**src/rtl/cpu_pkg.sv**
```systemverilog
// cpu_pkg: shared state, encoding and control-word definitions for the SRM controller
package cpu_pkg;
  typedef enum logic [4:0] {
    S_RST, S_IF1, S_IF2, S_UPDATE_PC, S_DECODE, S_WR_IMM, S_GET_A, S_GET_B,
    S_GET_BD, S_EXEC, S_EXEC_CMP, S_PASS_B, S_WR_RD, S_ADDR, S_LD_ADDR,
    S_MEM_RD1, S_MEM_RD2, S_MEM_WR, S_LINK, S_BR, S_BR_REG, S_HALT
  } state_t;
  localparam logic [1:0] MEM_READ  = 2'b01;
  localparam logic [1:0] MEM_WRITE = 2'b10;
  localparam logic [1:0] VSEL_C     = 2'b00;
  localparam logic [1:0] VSEL_PC    = 2'b01;
  localparam logic [1:0] VSEL_IMM   = 2'b10;
  localparam logic [1:0] VSEL_MDATA = 2'b11;
  localparam logic [1:0] NSEL_RN = 2'b00;
  localparam logic [1:0] NSEL_RD = 2'b01;
  localparam logic [1:0] NSEL_RM = 2'b10;
  localparam logic [1:0] NSEL_R7 = 2'b11;
  localparam logic [1:0] PC_INC = 2'b00;
  localparam logic [1:0] PC_REL = 2'b01;
  localparam logic [1:0] PC_REG = 2'b10;
  localparam logic [2:0] OPC_B    = 3'b001;
  localparam logic [2:0] OPC_BL   = 3'b010;
  localparam logic [2:0] OPC_LDR  = 3'b011;
  localparam logic [2:0] OPC_STR  = 3'b100;
  localparam logic [2:0] OPC_ALU  = 3'b101;
  localparam logic [2:0] OPC_MOV  = 3'b110;
  localparam logic [2:0] OPC_HALT = 3'b111;
  localparam logic [1:0] OP_MOV_REG = 2'b00;
  localparam logic [1:0] OP_MOV_IMM = 2'b10;
  localparam logic [1:0] OP_ADD = 2'b00;
  localparam logic [1:0] OP_CMP = 2'b01;
  localparam logic [1:0] OP_AND = 2'b10;
  localparam logic [1:0] OP_MVN = 2'b11;
  localparam logic [1:0] OP_MEM = 2'b00;
  localparam logic [1:0] OP_B   = 2'b00;
  localparam logic [1:0] OP_BX  = 2'b00;
  localparam logic [1:0] OP_BLX = 2'b10;
  localparam logic [1:0] OP_BL  = 2'b11;
  localparam logic [2:0] COND_AL = 3'b000;
  localparam logic [2:0] COND_EQ = 3'b001;
  localparam logic [2:0] COND_NE = 3'b010;
  localparam logic [2:0] COND_LT = 3'b011;
  localparam logic [2:0] COND_LE = 3'b100;
  typedef struct packed {
    logic [1:0] nsel;
    logic       write;
    logic       loada;
    logic       loadb;
    logic       loadc;
    logic       loads;
    logic       asel;
    logic       bsel;
    logic [1:0] vsel;
    logic       load_ir;
    logic       load_pc;
    logic       reset_pc;
    logic [1:0] pc_sel;
    logic       load_addr;
    logic       addr_sel;
    logic [1:0] mem_cmd;
    logic       halt;
  } ctrl_t;
  // Moore control word for each state; anything not set stays 0
  function automatic ctrl_t ctrl_of(state_t s);
    ctrl_t c;
    c = '0;
    case (s)
      S_RST:       begin c.reset_pc = 1'b1; c.load_pc = 1'b1; end
      S_IF1:       begin c.addr_sel = 1'b1; c.mem_cmd = MEM_READ; end
      S_IF2:       begin c.addr_sel = 1'b1; c.mem_cmd = MEM_READ; c.load_ir = 1'b1; end
      S_UPDATE_PC: begin c.load_pc = 1'b1; c.pc_sel = PC_INC; end
      S_WR_IMM:    begin c.nsel = NSEL_RN; c.vsel = VSEL_IMM; c.write = 1'b1; end
      S_GET_A:     begin c.nsel = NSEL_RN; c.loada = 1'b1; end
      S_GET_B:     begin c.nsel = NSEL_RM; c.loadb = 1'b1; end
      S_GET_BD:    begin c.nsel = NSEL_RD; c.loadb = 1'b1; end
      S_EXEC:      c.loadc = 1'b1;
      S_EXEC_CMP:  c.loads = 1'b1;
      S_PASS_B:    begin c.asel = 1'b1; c.loadc = 1'b1; end
      S_WR_RD:     begin c.nsel = NSEL_RD; c.vsel = VSEL_C; c.write = 1'b1; end
      S_ADDR:      begin c.bsel = 1'b1; c.loadc = 1'b1; end
      S_LD_ADDR:   c.load_addr = 1'b1;
      S_MEM_RD1:   c.mem_cmd = MEM_READ;
      S_MEM_RD2:   begin c.mem_cmd = MEM_READ; c.nsel = NSEL_RD; c.vsel = VSEL_MDATA; c.write = 1'b1; end
      S_MEM_WR:    c.mem_cmd = MEM_WRITE;
      S_LINK:      begin c.nsel = NSEL_R7; c.vsel = VSEL_PC; c.write = 1'b1; end
      S_BR:        begin c.load_pc = 1'b1; c.pc_sel = PC_REL; end
      S_BR_REG:    begin c.load_pc = 1'b1; c.pc_sel = PC_REG; end
      S_HALT:      c.halt = 1'b1;
      default:     c = '0;
    endcase
    return c;
  endfunction
endpackage

```
**src/rtl/branch_cond.sv**
```systemverilog
// branch_cond: evaluates a branch condition code against the Z/N/V status flags
module branch_cond
  import cpu_pkg::*;
(
  input  logic [2:0] cond,
  input  logic       z,
  input  logic       n,
  input  logic       v,
  output logic       taken
);
  always_comb
    taken = cond == COND_AL ? 1'b1
          : cond == COND_EQ ? z
          : cond == COND_NE ? ~z
          : cond == COND_LT ? n ^ v
          : cond == COND_LE ? (n ^ v) | z
          : 1'b0;
endmodule

```
**src/rtl/cpu_controller.sv**
```systemverilog
// cpu_controller: Moore FSM sequencing fetch, decode, execute, memory and branch for the SRM datapath
module cpu_controller
  import cpu_pkg::*;
#(
  parameter bit HALT_ON_ILLEGAL = 1'b0
) (
  input  logic       clk,
  input  logic       reset,
  input  logic [2:0] opcode,
  input  logic [1:0] op,
  input  logic [2:0] cond,
  input  logic       Z_out,
  input  logic       N_out,
  input  logic       V_out,
  output logic [1:0] nsel,
  output logic       write,
  output logic       loada,
  output logic       loadb,
  output logic       loadc,
  output logic       loads,
  output logic       asel,
  output logic       bsel,
  output logic [1:0] vsel,
  output logic       load_ir,
  output logic       load_pc,
  output logic       reset_pc,
  output logic [1:0] pc_sel,
  output logic       load_addr,
  output logic       addr_sel,
  output logic [1:0] mem_cmd,
  output logic       halt
);
  state_t state, state_d;
  ctrl_t ctrl;
  logic taken;
  logic mov_imm, mov_reg, mvn, alu_ab, cmp, ldr, str, br, bl, bx, blx, hlt;
  branch_cond u_branch_cond (
    .cond  (cond),
    .z     (Z_out),
    .n     (N_out),
    .v     (V_out),
    .taken (taken)
  );
  assign mov_imm = opcode == OPC_MOV && op == OP_MOV_IMM;
  assign mov_reg = opcode == OPC_MOV && op == OP_MOV_REG;
  assign mvn     = opcode == OPC_ALU && op == OP_MVN;
  assign alu_ab  = opcode == OPC_ALU && (op == OP_ADD || op == OP_AND);
  assign cmp     = opcode == OPC_ALU && op == OP_CMP;
  assign ldr     = opcode == OPC_LDR && op == OP_MEM;
  assign str     = opcode == OPC_STR && op == OP_MEM;
  assign br      = opcode == OPC_B && op == OP_B;
  assign bl      = opcode == OPC_BL && op == OP_BL;
  assign bx      = opcode == OPC_BL && op == OP_BX;
  assign blx     = opcode == OPC_BL && op == OP_BLX;
  assign hlt     = opcode == OPC_HALT;
  // IR is stable for the whole instruction, so later states may still look at opcode/op
  always_comb begin
    state_d = S_RST;
    case (state)
      S_RST:       state_d = S_IF1;
      S_IF1:       state_d = S_IF2;
      S_IF2:       state_d = S_UPDATE_PC;
      S_UPDATE_PC: state_d = S_DECODE;
      S_DECODE:    state_d = mov_imm ? S_WR_IMM
                           : (mov_reg || mvn) ? S_GET_B
                           : (alu_ab || cmp || ldr || str) ? S_GET_A
                           : br ? (taken ? S_BR : S_IF1)
                           : bl ? S_LINK
                           : (bx || blx) ? S_GET_BD
                           : (hlt || HALT_ON_ILLEGAL) ? S_HALT
                           : S_IF1;
      S_GET_A:     state_d = (ldr || str) ? S_ADDR : S_GET_B;
      S_GET_B:     state_d = cmp ? S_EXEC_CMP : mov_reg ? S_PASS_B : S_EXEC;
      S_GET_BD:    state_d = S_PASS_B;
      S_EXEC:      state_d = S_WR_RD;
      S_PASS_B:    state_d = mov_reg ? S_WR_RD : str ? S_MEM_WR : blx ? S_LINK : S_BR_REG;
      S_ADDR:      state_d = S_LD_ADDR;
      S_LD_ADDR:   state_d = ldr ? S_MEM_RD1 : S_GET_BD;
      S_MEM_RD1:   state_d = S_MEM_RD2;
      S_LINK:      state_d = bl ? S_BR : S_BR_REG;
      S_HALT:      state_d = S_HALT;
      S_WR_IMM, S_WR_RD, S_EXEC_CMP, S_MEM_RD2, S_MEM_WR, S_BR, S_BR_REG:
                   state_d = S_IF1;
      default:     state_d = S_RST;
    endcase
  end
  // outputs are registered alongside the state so they stay a pure function of it
  always_ff @(posedge clk or posedge reset)
    if (reset) begin
      state <= S_RST;
      ctrl  <= ctrl_of(S_RST);
    end else begin
      state <= state_d;
      ctrl  <= ctrl_of(state_d);
    end
  assign {nsel, write, loada, loadb, loadc, loads, asel, bsel, vsel, load_ir,
          load_pc, reset_pc, pc_sel, load_addr, addr_sel, mem_cmd, halt} = ctrl;
endmodule
```
**config.mk**
```make
export PLATFORM = sky130hd
export DESIGN_NAME = cpu_controller
export DESIGN_NICKNAME = d
export VERILOG_FILES = /design/src/rtl/cpu_pkg.sv /design/src/rtl/branch_cond.sv /design/src/rtl/cpu_controller.sv
export SDC_FILE = /design/constraint.sdc
export NUM_CORES = 1
export LEC_CHECK = 0
export ABC_AREA = 1
export BUFFER_PORTS_ARGS = -buffer_cell sky130_fd_sc_hd__buf_2
export CORE_MARGIN = 5
export CORE_UTILIZATION = 50
export CTS_CLUSTER_DIAMETER = 50
export CTS_CLUSTER_SIZE = 16
export DETAILED_ROUTE_END_ITERATION = 7
export GPL_TIMING_DRIVEN = 0
export PLACE_DENSITY = 0.73
export SKIP_CTS_REPAIR_TIMING = 1
export SYNTH_ARGS = -nofsm -noshare
export SYNTH_HDL_FRONTEND = slang
export SYNTH_SLANG_ARGS = --single-unit
```
**constraint.sdc**
```tcl
create_clock -name clk -period 2.9 [get_ports clk]
set_input_delay 0.29 -clock clk [delete_from_list [all_inputs] [get_ports clk]]
set_output_delay 0.29 -clock clk [all_outputs]
set_load 0.1 [all_outputs]
```
==> impl_metrics.ini <==
[sta]
setup_violations = 0
tightest_slew_ns = 0.927
hold_ws_ns = 0.149
max-slew-margin-rel_pct = 38.1
clock_skew_ns = 0.00912
fin_crit_sh_pct = 67.8
slew_viol_final = 0
fin_tns_setup_ns = 0
grt_setup_unrepaired = false
hold_violations = 0
fin_crit_ns = 1.97
fmax_mhz = 508

[worst_setup_path]
path_common_cell = nand2_1
crit_fanout = 7
path_cells = inv_1 -> nand2_1 -> nor2_1 -> nand3_1 -> nand2_1 -> inv_1 -> nor2_1 -> nand2_1 -> nand3_1
crit_arrival_ns = 2.23
crit_type = register to register
cp_slowest_cell = dfrtp_1
cp_top_family = simple AND/OR/NAND/NOR gates
reg2regPathDepth = 9
worst_setup_path_start_kind = register
end_kind = register
cp_num_buf_inv = 2
crit_required_ns = 3.16
cpPeakStageDelay_ns = 0.46
cp.depth = 9

[floorplan]
initial_core_util_pct = 51.2
dieHeight_um = 68.3
rows = 21
die_w_um = 68.3
die-area_um2 = 4660
io_pins = 34
core-area_um2 = 3310

[synthesis]
ys_types = 25
yosys_warnings = 0
synthTopCellsByCount = nand2_1, nor2_1, inv_1
syn-cell-area_um2 = 1700
synth_ff_type = dfrtp_1
ys_seq_area_share_pct = 38.5
syn-num-nets = 260
syn_avg_cell_area_um2 = 6.87
ys_async_sr_fraction_pct = 100
synth_top_area_share_pct = 35.4
yosysMostFrequentCell = nand2_1
synth-seq-cells = 26
synth_top_cell_by_area = dfrtp_1
synth_edf_count = 0
yosys-top-cells-area = dfrtp_1, nand2_1, nor2_1
synthCells = 247

[pwr]
leakagePower_nw = 1.19
power.density_nw_per_um2 = 1240
p_switching_w = 0.00143
pwr-share-clk_pct = 10.0
ir_drop_mv = 0.708
swShare_pct = 58.8
seqPwrFrac_pct = 22.1
intPower_w = 0.00100
power_frac_comb_pct = 67.9

[min_path]
hp-class = input pin to async pin

[drt]
final_antenna_net_count = 0
viasPerCell = 4.90
num_vias = 1613
first_iter_violations = 82
drt-pass1-iter-count = 4
wl_per_cell_um = 11.3
drc_errors = 0
routed_wl_um = 3710

[cts]
clkTransAtPathRegs_ns = 0.14
cts_sinks = 26
cts_buffers = 3
htreeDepth = 1
clock_latency_ns = 0.32
tritoncts = done
root_buffer = clkbuf_4
clock_path_buffers = 2

[placed_design]
hpwlAfterDp_um = 3050
port_buffers = 32
place.gp.congestion = 0.974

[layout]
final.fill_count = 336
nets = 297
drive_above_1_share_pct = 26.1
antenna_cells = 0
area_growth_pct = 15.9

[global_routing]
grt_pass1_wl_um = 6210
grt_pass1_vias = 1459
antenna_found_initial = 0
gr-total-overflow = 0
grt_max_degree = 27
grt_usage_pct = 17.6

[run]
maxCapViolations = 0

[status]
status = complete, no violations
==> kinds of logic (layout without fill, tap and decap cells) <==
logic type | Yosys count | count (layout) | synth area share [%]
flops | 26 | 26 | 38.5
xor+xnor | 1 | 1 | 0.516
compound gates | 8 | 8 | 2.95
buf+inv | 36 | 72 | 8.26
simple gates | 176 | 176 | 49.8
==> layout make-up <==
cell class | count | area [um2] | area share, %
Inverter | 34 | 128 | 6.49
Clock inverter | 1 | 30.0 | 1.53
Multi-Input combinational cell | 185 | 903 | 45.9
Buffer | 2 | 12.5 | 0.636
Sequential cell | 26 | 653 | 33.2
Tap cell | 46 | 57.6 | 2.93
Timing Repair Buffer | 32 | 160 | 8.14
Clock buffer | 3 | 22.5 | 1.15
==> worst paths after layout <==
kind,slack (ns),startpoint,to
min,0.15,reset,state[1]$_DFF_PP0_
min reg2reg,0.66,state[3]$_DFF_PP0_,load_addr$_DFF_PP0_
max,0.93,state[3]$_DFF_PP0_,load_pc$_DFF_PP1_
max in group asynchronous,2.19,reset,pc_sel[1]$_DFF_PP0_
max reg2reg,0.93,state[3]$_DFF_PP0_,load_pc$_DFF_PP1_
min in group clk,0.48,opcode[1],mem_cmd[1]$_DFF_PP0_
==> power by group through the flow <==
stage | Combinational (W) | Sequential, W | Clock (W)
after detailed placement | 0.00165 | 0.000545 | 0
after floorplan | 0.000878 | 0.00104 | 0
after global placement | 0.00165 | 0.000547 | 0
after global routing | 0.00181 | 0.000549 | 0.000265
after CTS | 0.00166 | 0.000539 | 0.000249
final | 0.00165 | 0.000539 | 0.000244
==> registers in the layout, indices dropped and copies added (netlist names), 2 cells and up <==
signal and count:
mem_cmd 2, nsel 2, pc_sel 2, state 5, vsel 2
==> layout by cell type (no fill, tap or decap), drive strengths merged <==
cell type / count
a211oi: 1
a21oi: 4
and2: 2
buf: 34
bufinv: 1
clkbuf: 3
dfrtp: 24
dfstp: 2
inv: 34
nand2: 77
nand3: 30
nand4: 2
nor2: 59
nor3: 5
o21ai: 3
or2: 1
xnor2: 1
==> per-layer routing <==
metal,vias up,global-route usage [%],wire (um)
met5,-,0,0
met4,0,5.21,53
met3,6,3.28,262
met2,58,28.9,1720
met1,718,23.4,1670
li1,831,-,-
==> stage by stage <==
stage	power [W]	instance area, um2	setup slack [ns]	cells	util, %
CTS	0.00245	1970	0.986	329	59.4
global route	0.00262	1970	0.804	329	59.4
finish	0.00244	1970	0.933	329	59.4
floorplan	0.00192	1700	1.38	247	-
global placement	0.00219	1910	1.03	325	57.8
detailed placement	0.00220	1910	1.03	325	57.8
(Power assumes the default switching activity.)
